### config.mk
export PLATFORM = sky130hd
export DESIGN_NAME = lcd_byte_writer
export DESIGN_NICKNAME = d
export VERILOG_FILES = /design/src/rtl/lcd_pkg.sv /design/src/rtl/lcd_delay_counter.sv /design/src/rtl/lcd_byte_writer.sv
export SDC_FILE = /design/constraint.sdc
export NUM_CORES = 1
export LEC_CHECK = 0
export ABC_AREA = 1
export CORE_AREA = 4 4 51 71
export DETAILED_ROUTE_END_ITERATION = 6
export DIE_AREA = 0 0 55 75
export PLACE_DENSITY = 0.82
export SYNTH_ARGS = -nofsm -noshare
export SYNTH_HDL_FRONTEND = slang
export SYNTH_SLANG_ARGS = --single-unit
### constraint.sdc
create_clock -name clk -period 3.6 [get_ports clk]
set_input_delay 0.72 -clock clk [delete_from_list [all_inputs] [get_ports clk]]
set_output_delay 0.72 -clock clk [all_outputs]
set_load 0.02 [all_outputs]
### src/rtl/lcd_pkg.sv
// lcd_pkg
//   Shared definitions for the Spartan-3E character LCD path: the byte-writer
//   state encoding and the default 50 MHz cycle counts. The init FSM uses the
//   long power-on waits defined here.
//   No ports (package).
package lcd_pkg;

  typedef enum logic [3:0] {
    S_IDLE    = 4'd0,
    S_SETUP_H = 4'd1,
    S_PULSE_H = 4'd2,
    S_HOLD_H  = 4'd3,
    S_GAP_N   = 4'd4,
    S_SETUP_L = 4'd5,
    S_PULSE_L = 4'd6,
    S_HOLD_L  = 4'd7,
    S_GAP_B   = 4'd8
  } lcd_state_t;

  // Byte-writer timing at 50 MHz (20 ns per cycle)
  localparam int T_SETUP_DEF      = 2;     // 40 ns
  localparam int T_EPULSE_DEF     = 12;    // 240 ns
  localparam int T_HOLD_DEF       = 1;     // 20 ns
  localparam int T_NIBBLE_GAP_DEF = 50;    // 1 us
  localparam int T_BYTE_GAP_DEF   = 2000;  // 40 us

  // Power-on init waits, same clock
  localparam int T_INIT_15MS      = 750000;
  localparam int T_INIT_4MS1      = 205000;
  localparam int T_INIT_100US     = 5000;

  function automatic int max_of5(input int a, input int b, input int c,
                                 input int d, input int e);
    int m;
    m = a;
    if (b > m) m = b;
    if (c > m) m = c;
    if (d > m) m = d;
    if (e > m) m = e;
    return m;
  endfunction

endpackage

### src/rtl/lcd_delay_counter.sv
// lcd_delay_counter
//   Down-counter for timed FSM states. A start pulse loads N-1; done is high
//   in the last of the N cycles so the FSM can advance on the following edge.
//   A start in the done cycle reloads for the next state without a gap.
// Ports:
//   clk    in  clock
//   reset  in  synchronous, active-low
//   start  in  load the counter and begin timing
//   load   in  W  value to load (state length minus one)
//   done   out high during the final cycle of the timed interval
module lcd_delay_counter #(
  parameter int W = 11
) (
  input  logic         clk,
  input  logic         reset,
  input  logic         start,
  input  logic [W-1:0] load,
  output logic         done
);

  logic [W-1:0] cnt;
  logic         active;

  always_ff @(posedge clk) begin
    if (!reset) begin
      active <= 1'b0;
    end else if (start) begin
      active <= 1'b1;
    end else if (active && (cnt == '0)) begin
      active <= 1'b0;
    end
  end

  // Count value is only meaningful while active, so it needs no reset.
  always_ff @(posedge clk) begin
    if (start) begin
      cnt <= load;
    end else if (active && (cnt != '0)) begin
      cnt <= cnt - 1'b1;
    end
  end

  assign done = active && (cnt == '0);

endmodule

### src/rtl/lcd_byte_writer.sv
// lcd_byte_writer
//   4-bit-mode HD44780 physical writer. Takes one byte (or one init nibble)
//   per valid/ready handshake and sequences SF_D, LCD_E and LCD_RS with
//   setup / pulse / hold / gap timing. Each timed state lasts exactly its
//   parameter in cycles (all parameters must be >= 1).
// Ports:
//   clk            in  50 MHz clock
//   reset          in  synchronous, active-low
//   in_valid       in  upstream offers a transfer
//   in_ready       out high only while idle
//   in_rs          in  0 = command, 1 = character data
//   in_byte        in  8  byte to send ([3:0] only for nibble-only)
//   in_nibble_only in  send in_byte[3:0] as a single nibble
//   busy           out transfer in progress (~in_ready)
//   LCD_RS         out register select
//   LCD_RW         out tied low, write only
//   LCD_E          out enable strobe
//   SF_D           out 4  data nibble (board pins SF_D[11:8])
module lcd_byte_writer
  import lcd_pkg::*;
#(
  parameter int T_SETUP      = T_SETUP_DEF,
  parameter int T_EPULSE     = T_EPULSE_DEF,
  parameter int T_HOLD       = T_HOLD_DEF,
  parameter int T_NIBBLE_GAP = T_NIBBLE_GAP_DEF,
  parameter int T_BYTE_GAP   = T_BYTE_GAP_DEF
) (
  input  logic       clk,
  input  logic       reset,
  input  logic       in_valid,
  output logic       in_ready,
  input  logic       in_rs,
  input  logic [7:0] in_byte,
  input  logic       in_nibble_only,
  output logic       busy,
  output logic       LCD_RS,
  output logic       LCD_RW,
  output logic       LCD_E,
  output logic [3:0] SF_D
);

  localparam int CNT_W = $clog2(max_of5(T_SETUP, T_EPULSE, T_HOLD,
                                        T_NIBBLE_GAP, T_BYTE_GAP) + 1);

  localparam logic [CNT_W-1:0] L_SETUP  = CNT_W'(T_SETUP - 1);
  localparam logic [CNT_W-1:0] L_EPULSE = CNT_W'(T_EPULSE - 1);
  localparam logic [CNT_W-1:0] L_HOLD   = CNT_W'(T_HOLD - 1);
  localparam logic [CNT_W-1:0] L_NGAP   = CNT_W'(T_NIBBLE_GAP - 1);
  localparam logic [CNT_W-1:0] L_BGAP   = CNT_W'(T_BYTE_GAP - 1);

  lcd_state_t       state, state_next;
  logic             cnt_start, cnt_done;
  logic [CNT_W-1:0] cnt_load;
  logic             accept;
  logic [7:0]       byte_cap;
  logic             rs_cap;
  logic             ready_q;

  assign accept = in_valid && (state == S_IDLE);

  lcd_delay_counter #(.W(CNT_W)) u_delay (
    .clk   (clk),
    .reset (reset),
    .start (cnt_start),
    .load  (cnt_load),
    .done  (cnt_done)
  );

  always_ff @(posedge clk) begin
    if (!reset) begin
      state <= S_IDLE;
    end else begin
      state <= state_next;
    end
  end

  // Every state change into a timed state also starts the counter for it.
  always_comb begin
    state_next = state;
    cnt_start  = 1'b0;
    cnt_load   = '0;
    case (state)
      S_IDLE: begin
        if (in_valid) begin
          state_next = in_nibble_only ? S_SETUP_L : S_SETUP_H;
          cnt_start  = 1'b1;
          cnt_load   = L_SETUP;
        end
      end
      S_SETUP_H: if (cnt_done) begin
        state_next = S_PULSE_H; cnt_start = 1'b1; cnt_load = L_EPULSE;
      end
      S_PULSE_H: if (cnt_done) begin
        state_next = S_HOLD_H;  cnt_start = 1'b1; cnt_load = L_HOLD;
      end
      S_HOLD_H: if (cnt_done) begin
        state_next = S_GAP_N;   cnt_start = 1'b1; cnt_load = L_NGAP;
      end
      S_GAP_N: if (cnt_done) begin
        state_next = S_SETUP_L; cnt_start = 1'b1; cnt_load = L_SETUP;
      end
      S_SETUP_L: if (cnt_done) begin
        state_next = S_PULSE_L; cnt_start = 1'b1; cnt_load = L_EPULSE;
      end
      S_PULSE_L: if (cnt_done) begin
        state_next = S_HOLD_L;  cnt_start = 1'b1; cnt_load = L_HOLD;
      end
      S_HOLD_L: if (cnt_done) begin
        state_next = S_GAP_B;   cnt_start = 1'b1; cnt_load = L_BGAP;
      end
      S_GAP_B: if (cnt_done) begin
        state_next = S_IDLE;
      end
      default: state_next = S_IDLE;
    endcase
  end

  always_ff @(posedge clk) begin
    if (accept) begin
      byte_cap <= in_byte;
      rs_cap   <= in_rs;
    end
  end

  // Pins are registered from the current state, so they trail the state by
  // one cycle; relative setup/pulse/hold lengths are unaffected. SF_D and RS
  // keep their last value through the byte gap and idle.
  always_ff @(posedge clk) begin
    if (!reset) begin
      ready_q <= 1'b1;
      LCD_E   <= 1'b0;
      LCD_RS  <= 1'b0;
      SF_D    <= 4'h0;
    end else begin
      ready_q <= (state_next == S_IDLE);
      LCD_E   <= (state == S_PULSE_H) || (state == S_PULSE_L);
      case (state)
        S_SETUP_H, S_PULSE_H, S_HOLD_H, S_GAP_N: begin
          SF_D   <= byte_cap[7:4];
          LCD_RS <= rs_cap;
        end
        S_SETUP_L, S_PULSE_L, S_HOLD_L: begin
          SF_D   <= byte_cap[3:0];
          LCD_RS <= rs_cap;
        end
        default: ;
      endcase
    end
  end

  assign in_ready = ready_q;
  assign busy     = ~ready_q;
  assign LCD_RW   = 1'b0;

endmodule
# Word-level counts from Yosys, hierarchy flattened
# Index checks and enable logic that the tools add are counted.
[word_totals] ff_bits=32 input_bits=13 out_inout_bits=9 word_cells=59
[op_classes] n_addsub=1 eq_ne=8 muxes=25 bitwise=1 n_reduce_logical=15
[op_table] cell="11-bit one-hot mux with 5 select lines" count=1
[op_table] cell="4-bit 2-to-1 mux" count=10
[op_table] cell="4-bit one-hot mux with 9 select lines" count=1
[op_table] cell="11-bit 2-to-1 mux" count=3
[op_table] cell="4-bit by 3-bit == test with 1-bit output, second input constant" count=4
[op_table] cell="11-bit logical NOT" count=1
[op_table] cell="11-bit nonzero test" count=1
[op_table] cell="11-bit by 1-bit subtractor with 11-bit output, second input constant" count=1
[op_table] cell="4-bit by 2-bit == test with 1-bit output, second input constant" count=2
[op_table] cell="4-bit logical NOT" count=2
[op_table] cell="4-bit one-hot mux with 2 select lines" count=1
[op_table] cell="7-bit OR reduction" count=1
[op_table] cell="1-bit 2-to-1 mux" count=6
[op_table] cell="6-bit 2-to-1 mux" count=1
[op_table] cell="2-bit nonzero test" count=3
[op_table] cell="4-bit by 1-bit == test with 1-bit output, second input constant" count=1
[op_table] cell="4-bit == test, second input constant" count=1
[op_table] cell="4-bit OR reduction" count=1
[op_table] cell="1-bit logical AND" count=3
[op_table] cell="3-bit 2-to-1 mux" count=1
[op_table] cell="3-bit OR reduction" count=1
[op_table] cell="1-bit one-hot mux with 2 select lines" count=1
[op_table] cell="2-bit OR reduction" count=1
[op_table] cell="1-bit logical OR" count=1
[op_table] cell="1-bit inverter" count=1

# Longest topological paths before layout
# Gate-level depths: netlist (run 1).
[depth] word_depth=5 depth_mapped=12 ltp_nobuf=12

# Cells and area by module
# Synthesis (run 1) repeated with hierarchy kept, for this count alone.
[unflattened] cells_unflattened=213 hier_area_um2=1774.2
[modules_own_cells] module="lcd_byte_writer" instances=1 cells_each=112 area_per_inst_um2=987.2 seq_area_each_um2=490.5
[modules_own_cells] module="lcd_delay_counter" instances=1 cells_each=101 area_per_inst_um2=787.0 seq_area_each_um2=350.3

# Least setup slack after synthesis (run 1)
# No wires, ideal clock.
[synth_path] path_kind="input port to flip-flop" from="input in_valid" to="register u_delay.cnt[0], enable pin" setup_ns=0.343 t_arrival_ns=1.542 t_required_ns=3.257 setup_slack_ns=1.715 path_stages=6 path_buffers=0 path_cell_list="nand2_1 > nor2_2 > inv_2 > nand2_8 > inv_6 > o21ai_4"
[synth_between] elab_chain_cells=3
[synth_lines] element="start, declared" line_no="lcd_byte_writer.sv:30" source="input logic in_valid,"
[synth_lines] element="1-bit 2-to-1 mux" line_no="lcd_byte_writer.sv:84" source="if (in_valid) begin"
[synth_lines] element="1-bit one-hot mux with 2 select lines" line_no="lcd_byte_writer.sv:82" source="case (state)"
[synth_lines] element="2-bit nonzero test (no line)"
[synth_lines] element="end signal, assigned" line_no="lcd_delay_counter.sv:37" source="cnt <= load;"
[synth_lines] element="end signal, assigned" line_no="lcd_delay_counter.sv:39" source="cnt <= cnt - 1'b1;"
[synth_lines] element="end, declared" line_no="lcd_delay_counter.sv:21" source="logic [W-1:0] cnt;"
# No other way between the ends.
# A chain may end at the register's enable or synchronous reset.

# Worst setup path in the final report (run 1)
[layout_path] from="input in_valid" to="register u_delay.cnt[2], enable pin"
# The elaborated chain is that of the path after synthesis.

==> results of run 1 <==
==> cell families after synthesis <==
logic type,after synthesis,share of synthesized area
simple gates,93,0.282
buf+inv,36,0.0892
flops,32,0.500
compound gates,17,0.0654
xor+xnor,9,0.0468
fa+ha+maj,2,0.0149
other cells,1,0.00223
==> worst max-delay path by stage <==
stage	startpoint	end	slack [ns]
after floorplan	in_valid	u_delay.cnt[0]	1.71
after global placement	in_valid	u_delay.cnt[0]	1.12
after detailed placement	in_valid	u_delay.cnt[2]	1.07
after CTS	in_valid	u_delay.cnt[8]	1.38
after global routing	in_valid	u_delay.cnt[2]	1.29
final	in_valid	u_delay.cnt[2]	1.37
==> worst max-delay path, cell delays in order <==
cell and delay [ns]:
clkdlybuf4s50_1 0.45, nand2_1 0.06, nor2_2 0.48, inv_2 0.13, nand2_8 0.13, inv_6 0.05
o21ai_4 0.15
==> sequential cells by signal, indices dropped and copies added (netlist names) <==
register,cells
LCD_E,1
LCD_RS,1
SF_D,4
byte_cap,8
in_ready,1
rs_cap,1
state,4
u_delay.active,1
u_delay.cnt,11
==> area by class of cell <==
class | instances | area [um2] | area share
tap | 39 | 48.8 | 0.0243
sequential | 32 | 841 | 0.418
multi-input combinational | 122 | 692 | 0.344
timing repair buffer | 20 | 200 | 0.0996
inverter | 34 | 138 | 0.0685
clock buffer | 8 | 90.1 | 0.0448
==> routing by layer <==
metal	up-vias	global-route usage	share of wire
li1	655	-	-
met1	570	0.216	0.37
met2	45	0.346	0.55
met4	0	0.114	0.029
met5	-	0	0
met3	10	0.0554	0.046
==> layout by cell type (no fill, tap or decap) <==
cell             count
nand2_1             45
inv_1               26
edfxtp_1            20
clkdlybuf4s50_1     20
nor2_1              15
nand3_1             13
dfxtp_1             12
o21ai_0              7
inv_2                6
clkbuf_8             6
nor2_2               5
xor2_1               5
nand4_1              4
xnor2_1              4
o211ai_1             4
nor2_4               3
nand2_2              3
o21ai_1              2
a21oi_1              2
ha_1                 2
clkbuf_1             2
nand3_4              1
clkinv_4             1
nand2_4              1
nand2_8              1
inv_6                1
nor3_2               1
nor3_4               1
o2111ai_1            1
o21ai_4              1
conb_1               1
==> power groups by stage <==
stage	Sequential, mW	Clock (mW)	Combinational (mW)
finish	0.495	0.279	0.259
global route	0.501	0.305	0.292
CTS	0.495	0.285	0.262
detailed placement	0.503	0	0.257
global placement	0.501	0	0.250
floorplan	0.508	0	0.171
==> stage by stage <==
stage               cell area [um2]  total power [mW]  utilization
CTS                            2010              1.04        0.663
floorplan                      1680             0.679            -
finish                         2010              1.03        0.663
global route                   2010              1.10        0.663
detailed placement             1920             0.760        0.633
global placement               1920             0.751        0.633
==> results.toml, run 1 <==
[floorplanning]
core_area_um2 = 3030
die_area_um2 = 4130
die_x_um = 55
initial_core_util = 0.555
dieHeight_um = 75
ioPinCount = 22
num_rows = 24

[critical_path]
timing.rr.end = "u_delay.cnt[2]"
cp-end-kind = "register"
r2r-start = "u_delay.cnt[0]"
ff2ff_path_depth = 10
critical_path_arrival_ns = 2.18
cp-start-kind = "primary input"
critPathRequiredTime_ns = 3.55
critical_path_class = "primary input to register"
r2r_setup_slack_ns = 1.62
cp_max_fo = 12

[power_and_ir_drop]
p_sw_uw = 319
p_leak_nw = 0.889
vdd.ir_drop.worst_v = 0.000347
p_seq_frac = 0.479
power_frac_comb = 0.251
switching_share = 0.309
internal_power_uw = 713
p_per_area_nw_per_um2 = 514
clkPwrFrac = 0.270

[sta]
setup_viol = 0
finalCritPeriodShare = 0.618
holdWs_ns = 0.490
fin_ws_ns = 1.37
worst_pin_slew_ns = 0.584
finalHoldViolations = 0
fin_skew_ns = 0.00500
timing.fmax_mhz = 449
report.final.slew_viol_count = 0
fin_crit_ns = 2.23
rsz0062_at_grt = "no"
slew_headroom = 0.610
tns_ns = 0

[cts]
h-tree-depth = 2
post_cts_resize_count = 0
cts_tree = "built"
clk_latency_ns = 0.29
clock_path_buffers = 2
path_clk_slew_ns = 0.06
cts_root_buffer = "clkbuf_8"
numCtsBuffers = 5
cts_setup_buffers = 0
ctsHoldBuffers = 0
cts_sinks = 32

[global_routing]
grt_pass1_vias = 1330
grt_overflow = 0
antenna_found_initial = 0
grt_max_degree = 13
track_usage = 0.202
grt_pass1_wl_mm = 5.71

[detailed_routing]
vias_per_cell = 5.02
wirelength_mm = 3.37
routed-via-count = 1280
drc_errors = 0
drt_first_pass_iters = 4
drt_iter0_drc = 65
drtAntennaViolNets = 0
wl_per_cell_um = 13.2

[synthesis]
synth_top_area_frac = 0.357
syn_inst = 190
synth_fp_nets = 205
ys_dominant_reg_cell = "edfxtp_1"
synth_edf_count = 20
synth_cell_types = 30
synth_seq_cells = 32
syn_area_um2 = 1680
yosysWarnings = 0
avgSynthCellArea_um2 = 8.86
yosys-top-cells-area = "edfxtp_1, dfxtp_1, nand2_1"
synth_common_cells = "nand2_1, inv_1, edfxtp_1"
synthArstFlopShare = 0
synth_most_common_cell = "nand2_1"
synth_area_leader_cell = "edfxtp_1"
ys_seq_area_frac = 0.500

[cells_and_area]
final_cells = 255
area_growth_pct = 19.4
n_antenna_cell = 0
final_layout_size_suffix_gt1_frac = 0.144
nNetsFinal = 230
fillers = 251

[placed_design]
gp_congestion = 0.917
portBuffers = 20
place_ws_ns = 1.07
dpl.cell_count = 247
dpl.hpwl_mm = 2.61

[outcome]
status = "completed"

[min_path]
worstHoldPathCells = 2
hold_end = "LCD_RS"
hold_path_class = "register to register"
min_from = "LCD_RS"

[run]
maxCapViolations = 0
No activity file was read; power rests on OpenSTA's default activity.
==> inputs of run 2 (changes only) <==
- CORE_AREA: 4 4 51 71 -> 4 4 55 77
- DIE_AREA: 0 0 55 75 -> 0 0 59 81
- PLACE_DENSITY: 0.82 -> 0.74
- clock period: 3.6 -> 1.84 ns (I/O delays scaled with it)
==> run 2 against run 1 <==
Net effect:
- worst hold slack gained 0.0047 ns
- power grew 98%
- critical path depth grew 3
- critical path type is now register to register
- non-clock buffer count grew 9
- clock skew grew 0.0027 ns
- sequential share of layout area shrank 1.8 points
- design area grew 4.6%
- global-route usage shrank 4.4 points
- final cell count grew 5.1%
- routed wire length shrank 0.59%
- clock power grew 88%
- sequential power grew 96%
==> results.toml, run 2 (synthesized netlist as in run 1, its figures left out) <==
[global_routing]
grt_overflow = 0
track_usage = 0.158
grt_pass1_vias = 1381
antenna_found_initial = 0
grt_max_degree = 13
grt_pass1_wl_mm = 5.65

[floorplanning]
num_rows = 26
ioPinCount = 22
initial_core_util = 0.470
dieHeight_um = 81
die_area_um2 = 4780
core_area_um2 = 3580
die_x_um = 59

[sta]
finalCritPeriodShare = 0.918
tns_ns = 0
finalHoldViolations = 0
rsz0062_at_grt = "no"
timing.fmax_mhz = 592
setup_viol = 0
holdWs_ns = 0.494
fin_crit_ns = 1.69
report.final.slew_viol_count = 0
fin_skew_ns = 0.00766

[cells_and_area]
top_register = "u_delay.cnt"
final_common_cell = "nand2_1"
final_cells = 268
reg.largest.list = "u_delay.cnt: 11 flops, byte_cap: 8 flops"
area_growth_pct = 24.9
multiInputGateArea_um2 = 716
largest_register_ffs = 11
nNetsFinal = 240
fillers = 327
final_layout_size_suffix_gt1_frac = 0.195
layout_common_cells = "nand2_1, inv_1, edfxtp_1, clkdlybuf4s50_1, nor2_1"
n_antenna_cell = 0
seq_area_um2 = 841

[cts]
clock_path_buffers = 2
cts_sinks = 32
cts_root_buffer = "clkbuf_8"
numCtsBuffers = 5
path_clk_slew_ns = 0.07
h-tree-depth = 2
cts_tree = "built"
clk_latency_ns = 0.28
ctsHoldBuffers = 0

[placed_design]
dpl.cell_count = 257
gp_congestion = 0.947
dpl.hpwl_mm = 2.57
portBuffers = 20

[critical_path]
critPathSlowestCell = "edfxtp_1"
cp-end-kind = "register"
cp-start-kind = "register"
r2r_setup_slack_ns = 0.15
critPathRequiredTime_ns = 1.81
critical_path_arrival_ns = 1.66
cp_max_fo = 7
path_cells = "inv_1 > ha_1 > nand2_1 > nor2_4 > nand3_4 > clkinv_4 > nand2_4 > nand2_8 > inv_6 > o21ai_4"
critical_path_class = "register to register"
critical-path-max-stage-delay_ns = 0.38

[power_and_ir_drop]
p_leak_nw = 0.942
p_seq_frac = 0.474
power_frac_comb = 0.270
clkPwrFrac = 0.256
internal_power_mw = 1.39
p_sw_uw = 654
fin_total_pwr_mw = 2.04
switching_share = 0.320
p_per_area_nw_per_um2 = 972
vdd.ir_drop.worst_v = 0.000793

[detailed_routing]
wl_per_cell_um = 12.5
routed-via-count = 1344
drtAntennaViolNets = 0
wirelength_mm = 3.35
drt_first_pass_iters = 4
drc_errors = 0
drt_iter0_drc = 30
vias_per_cell = 5.01

[min_path]
hold_path_class = "register to register"

[outcome]
status = "completed"

[run]
maxCapViolations = 0
[run 2: area by class of cell]
type,count,area share
clock buffer,5,0.0327
clock inverter,3,0.00893
inverter,34,0.0655
multi-input combinational,123,0.340
sequential,32,0.400
tap,42,0.0250
timing repair buffer,29,0.127
[run 2: repair_timing]
action / in CTS / in global routing
resized for setup: 1 / 2
hold endpoints to repair: 0 / 0
endpoints found under the setup margin: 11 / 19
pin swaps: 0 / 1
buffers inserted: 0 / 2
cloned: 0 / 1
[run 2: power groups by stage]
stage / clock network [mW] / logic (mW) / registers (mW)
after detailed placement: 0 / 0.530 / 0.984
final: 0.524 / 0.551 / 0.969
after global placement: 0 / 0.524 / 0.981
after global routing: 0.575 / 0.616 / 0.978
after floorplan: 0 / 0.334 / 0.994
after CTS: 0.537 / 0.536 / 0.969
[run 2: critical path, delay by kind of cell, from the launching register on]
family                     cells  cell delay [ns]
and+or+nand+nor                5             0.47
DFF                            1             0.38
buffers and inverters          3             0.25
adders and majority gates      1             0.18
AOI/OAI and AO/OA              1             0.10
[run 2: path summary, 6_finish.rpt]
check,start,depth (start not counted),to
worst min register to register,LCD_RS,2,LCD_RS
worst max register to register,u_delay.cnt[0],10,u_delay.cnt[2]
worst min-delay path,LCD_RS,2,LCD_RS
worst max-delay path,u_delay.cnt[0],10,u_delay.cnt[2]
[run 2: metal layers]
metal	routed length, um	global-route usage	vias up
met3	129	0.0397	16
li1	-	-	675
met4	149	0.107	0
met2	1780	0.285	36
met1	1290	0.153	617
met5	0	0	-
[run 2: per-stage QoR]
step            util  worst slack (ns)  area [um2]
4_1_cts        0.577            0.0311        2070
5_1_grt        0.587           0.00928        2100
3_5_place_dp   0.552          -0.00720        1980
6_report       0.587             0.150        2100
3_3_place_gp   0.552            0.0576        1980
2_1_floorplan      -             0.121        1680
==> inputs of run 3 (changes only) <==
- CORE_AREA: 4 4 55 77 -> 4 4 54 75
- CTS_BUF_LIST: not set -> sky130_fd_sc_hd__clkbuf_4
- DIE_AREA: 0 0 59 81 -> 0 0 58 79
- PLACE_DENSITY: 0.74 -> 0.77
==> run 3 against run 2 <==
Net effect:
- routed wire length shrank 5.3%
- non-clock buffer count grew 1
- global-route usage shrank 0.39 points
- design area shrank 1.4%
- highest routed layer unchanged
- power shrank 6.6%
- clock skew shrank 0.0045 ns
- worst hold slack gained 0.0039 ns
==> results.toml, run 3 (synthesized netlist as in run 1, its figures left out) <==
[cells_and_area]
area_growth_pct = 23.1
n_antenna_cell = 0
reg.largest.list = "u_delay.cnt: 11 flops, byte_cap: 8 flops"
layout_common_cells = "nand2_1, inv_1, edfxtp_1, clkdlybuf4s50_1"
final_layout_size_suffix_gt1_frac = 0.203
final_cells = 267
seq_area_um2 = 841
final_common_cell = "nand2_1"
largest_register_ffs = 11
top_register = "u_delay.cnt"
nNetsFinal = 241
multiInputGateArea_um2 = 711
fillers = 302

[critical_path]
critical-path-max-stage-delay_ns = 0.40
cp-start-kind = "register"
path_cells = "inv_1 > ha_1 > nand2_1 > nor2_4 > nand3_4 > clkinv_4 > nand2_4 > nand2_8 > inv_6 > o21ai_2"
critical_path_class = "register to register"
crit_buf_inv = 3
critPathTopFamily = "simple AND/OR/NAND/NOR gates"
critPathRequiredTime_ns = 1.84
cp-end-kind = "register"
r2r_setup_slack_ns = 0.09
timing.rr.end = "u_delay.cnt[4]"
cp_max_fo = 7
critical_path_arrival_ns = 1.75
r2r-start = "u_delay.cnt[0]"
ff2ff_path_depth = 10
critPathSlowestCell = "edfxtp_1"

[global_routing]
track_usage = 0.154
grt_pass1_vias = 1324
grt_max_degree = 13
grt_overflow = 0
antenna_found_initial = 0
grt_pass1_wl_mm = 5.33

[run]
maxCapViolations = 0

[sta]
timing.fmax_mhz = 571
fin_skew_ns = 0.00317
fin_crit_ns = 1.75
setup_viol = 0
report.final.slew_viol_count = 0
finalHoldViolations = 0
finalCritPeriodShare = 0.951

[floorplanning]
ioPinCount = 22
num_rows = 25
die_area_um2 = 4580
initial_core_util = 0.498
core_area_um2 = 3380
dieHeight_um = 79
die_x_um = 58

[cts]
cts_sinks = 32
clk_latency_ns = 0.32
cts_root_buffer = "clkbuf_4"
numCtsBuffers = 5
h-tree-depth = 2
cts_tree = "built"
clock_path_buffers = 2
path_clk_slew_ns = 0.09

[detailed_routing]
wl_per_cell_um = 11.9
wirelength_mm = 3.18
drc_errors = 0
routed-via-count = 1317
vias_per_cell = 4.93
drt_iter0_drc = 41
drtAntennaViolNets = 0
drt_first_pass_iters = 4

[min_path]
hold_path_class = "register to register"
hold_end = "LCD_RS"
min_from = "LCD_RS"
worstHoldPathCells = 2

[placed_design]
dpl.cell_count = 256
portBuffers = 20
gp_congestion = 0.947
dpl.hpwl_mm = 2.51

[power_and_ir_drop]
p_per_area_nw_per_um2 = 921
vdd.ir_drop.worst_v = 0.000651
fin_total_pwr_mw = 1.91
p_leak_nw = 0.932

[outcome]
status = "completed"
## run 3: final cells by class
| class | count | area share |
|---|---|---|
| sequential | 32 | 0.406 |
| multi-input combinational | 123 | 0.343 |
| clock inverter | 1 | 0.00242 |
| clock buffer | 7 | 0.0254 |
| inverter | 34 | 0.0664 |
| timing repair buffer | 30 | 0.133 |
| tap | 40 | 0.0242 |
## run 3: worst min-delay path, delay by kind of cell (launching register included)
| kind | cells | cell delay (ns) |
|---|---|---|
| AND/OR/NAND/NOR | 2 | 0.14 |
| flip-flops | 1 | 0.32 |
## run 3: repair_timing
action                     in CTS  in global routing
hold endpoints to repair        0                  0
setup endpoints to repair       0                 20
hold buffers                    0                  0
buffers inserted                0                  2
gates resized for setup         0                  3
## run 3: worst max-delay path by stage
stage	from	to	slack, ns	depth (start not counted)
after floorplan	u_delay.cnt[0]	u_delay.cnt[0]	0.12	10
after global placement	u_delay.cnt[1]	u_delay.cnt[0]	0.07	10
after detailed placement	u_delay.cnt[1]	u_delay.cnt[7]	0.04	10
after CTS	u_delay.cnt[0]	u_delay.cnt[7]	0.02	10
after global routing	u_delay.cnt[1]	u_delay.cnt[6]	-0.05	10
final	u_delay.cnt[0]	u_delay.cnt[4]	0.09	10
## run 3: power by group
group / internal (mW) / total (mW) / leakage (nW) / switching [mW]
sequential: 0.891 / 0.968 / 0.295 / 0.0775
clock: 0.178 / 0.386 / 0.0361 / 0.208
combinational: 0.239 / 0.554 / 0.601 / 0.315
total: 1.31 / 1.91 / 0.932 / 0.600
## run 3: metal layers
layer | global-route usage | vias up | share of wire
li1 | - | 685 | -
met1 | 0.154 | 588 | 0.39
met2 | 0.279 | 35 | 0.55
met3 | 0.0390 | 9 | 0.044
met4 | 0.0882 | 0 | 0.023
met5 | 0 | - | 0
## run 3: stage by stage
stage	area (um2)	utilization	setup WS [ns]	TNS, ns	hold slack, ns
6_report	2070	0.613	0.0901	0	0.498
2_1_floorplan	1680	-	0.121	0	0.466
5_1_grt	2070	0.613	-0.0515	-0.630	0.533
3_3_place_gp	1980	0.586	0.0682	0	0.483
4_1_cts	2040	0.603	0.0206	0	0.502
3_5_place_dp	1980	0.586	0.0377	0	0.486
==> variant (flow settings as in run 3) <==
Change the package constant `T_SETUP_DEF` from 2 to 4.
--- a/src/rtl/lcd_pkg.sv
+++ b/src/rtl/lcd_pkg.sv
@@ -20,3 +20,3 @@
   // Byte-writer timing at 50 MHz (20 ns per cycle)
-  localparam int T_SETUP_DEF      = 2;     // 40 ns
+  localparam int T_SETUP_DEF      = 4;     // 40 ns
   localparam int T_EPULSE_DEF     = 12;    // 240 ns
Function: changed (a bounded check fails within 10 cycles, from zero or initial values and one cycle with reset low).
==> variant against run 3 <==
Critical endpoint is now u_delay.cnt[6]. Global-route usage is 1.9 points higher. Clock power is 37% higher. Clock skew is 5.9 ps higher. Largest cell class unchanged. Hold slack gained 16 ps. Synthesized area is 0.15% lower. Final area rose by 1.2%. First-iteration DRC count shrank 15%. Highest routed layer unchanged. Power grew 9.6%. Die area is the same. Sequential cell count unchanged. Worst setup slack worse by 67 ps. Wire length up 11%. Largest power group unchanged. Critical path type unchanged.
==> variant: results <==
{
  "numCtsBuffers": 5,
  "yosys_warnings": 0,
  "setup_violations": 0,
  "dr_total_vias": 1372,
  "rr_endpoint": "u_delay.cnt[6]",
  "rr_worst_depth": 8,
  "p_leak_nw": 0.935,
  "final_nets": 241,
  "reg_top3": "u_delay.cnt x11, byte_cap x8",
  "n_antenna_cell": 0,
  "root_buffer": "clkbuf_4",
  "syn-num-nets": 208,
  "path_clk_slew_ps": 100,
  "hold_ws_ps": 514,
  "first_pass_iters": 4,
  "place_congestion": 0.934,
  "synth_edf_count": 20,
  "portBuffers": 20,
  "hold_class": "reg2reg",
  "path_max_fanout": 12,
  "antenna_found_initial": 0,
  "drive_above_1_share": 0.198,
  "pre_cts_ws_ps": 6.42,
  "initialDrtViolationCount": 35,
  "placed_area_um2": 1960,
  "synthArstFlopShare": 0,
  "drt-wirelength-per-cell_um": 13.2,
  "grtUsageTotal": 0.173,
  "status": "finished, final reports clean",
  "ys_seq_area_frac": 0.500,
  "htreeDepth": 2,
  "synth_cells": 193,
  "holdPathStages": 2,
  "reg2reg_from": "u_delay.cnt[0]",
  "clk_latency_ps": 340,
  "grt_pass1_wl_um": 6040,
  "hpwl_um": 2610,
  "hold_path_end": "SF_D[2]",
  "ys_ff_latch": 32,
  "finClkSkew_ps": 9.04,
  "irDropWorstVdd_mv": 0.728,
  "clk_path_buf_depth": 2,
  "synthTopCellsByCount": "43 x nand2_1, 26 x inv_1, 20 x edfxtp_1, 16 x nor2_1, 15 x nand3_1",
  "dominantRegCellSynth": "edfxtp_1",
  "grt_max_degree": 13,
  "reg2reg_setup_slack_ps": 20,
  "synth.area.top_cells": "edfxtp_1 36%, dfxtp_1 14%, nand2_1 9.6%",
  "arrival_ps": 1900,
  "hold_start": "SF_D[2]",
  "ys_types": 33,
  "fillerInstances": 287
}
## variant: stage by stage
stage,power (mW),instances,util
6_report,2.09,267,0.621
4_1_cts,2.06,264,0.605
5_1_grt,2.22,267,0.621
3_5_place_dp,1.53,256,0.580
3_3_place_gp,1.51,256,0.580
2_1_floorplan,1.35,193,-
## variant: power by group
| group | internal, mW | switching [mW] |
|---|---|---|
| Clock | 0.283 | 0.246 |
| Sequential | 0.897 | 0.105 |
| Combinational | 0.231 | 0.328 |
## variant: per-layer routing
| metal | track usage | vias to the layer above | wire length [um] |
|---|---|---|---|
| met5 | 0 | - | 0 |
| met4 | 0.0974 | 0 | 104 |
| met3 | 0.0423 | 9 | 113 |
| met2 | 0.317 | 28 | 1940 |
| met1 | 0.173 | 631 | 1360 |
| li1 | - | 704 | - |
## variant: what timing repair did
action | CTS | global route
pin swaps | 0 | 4
setup endpoints to repair | 11 | 15
endpoints found under the hold margin | 0 | 0
gates resized for setup | 1 | 10
setup buffers | 0 | 2
cloned | 0 | 1
## variant: how the worst max path moves through the flow
stage / from / to / slack, ps / depth (start not counted)
6_report: u_delay.cnt[0] / u_delay.cnt[6] / 20 / 8
2_1_floorplan: u_delay.cnt[0] / u_delay.cnt[0] / 150 / 10
3_5_place_dp: u_delay.cnt[0] / u_delay.cnt[4] / 6 / 10
3_3_place_gp: in_valid / u_delay.cnt[0] / 70 / 5
4_1_cts: u_delay.cnt[0] / u_delay.cnt[9] / 40 / 10
5_1_grt: u_delay.cnt[0] / in_ready / -40 / 12
## variant: final cells by class
class / instances / area share
clock buffer: 5 / 0.0179
clock inverter: 3 / 0.0203
inverter: 29 / 0.0543
multi-input combinational: 130 / 0.359
sequential: 32 / 0.401
tap: 40 / 0.0239
timing repair buffer: 28 / 0.124
## variant: worst max-delay path: stages (launching register included)
cell and delay (ps):
edfxtp_1 410, inv_2 120, ha_4 150, inv_2 40, nor2_4 130, nand3_4 110
buf_4 150, o21ai_1 310, nand2_8 140
## variant: kinds of logic after synthesis
logic type      count (synthesis)  synth area share
other cells                     1           0.00223
simple gates                   93             0.284
flops                          32             0.500
compound gates                 32             0.115
buf+inv                        32            0.0782
xor+xnor                        1           0.00521
fa+ha+maj                       2            0.0149
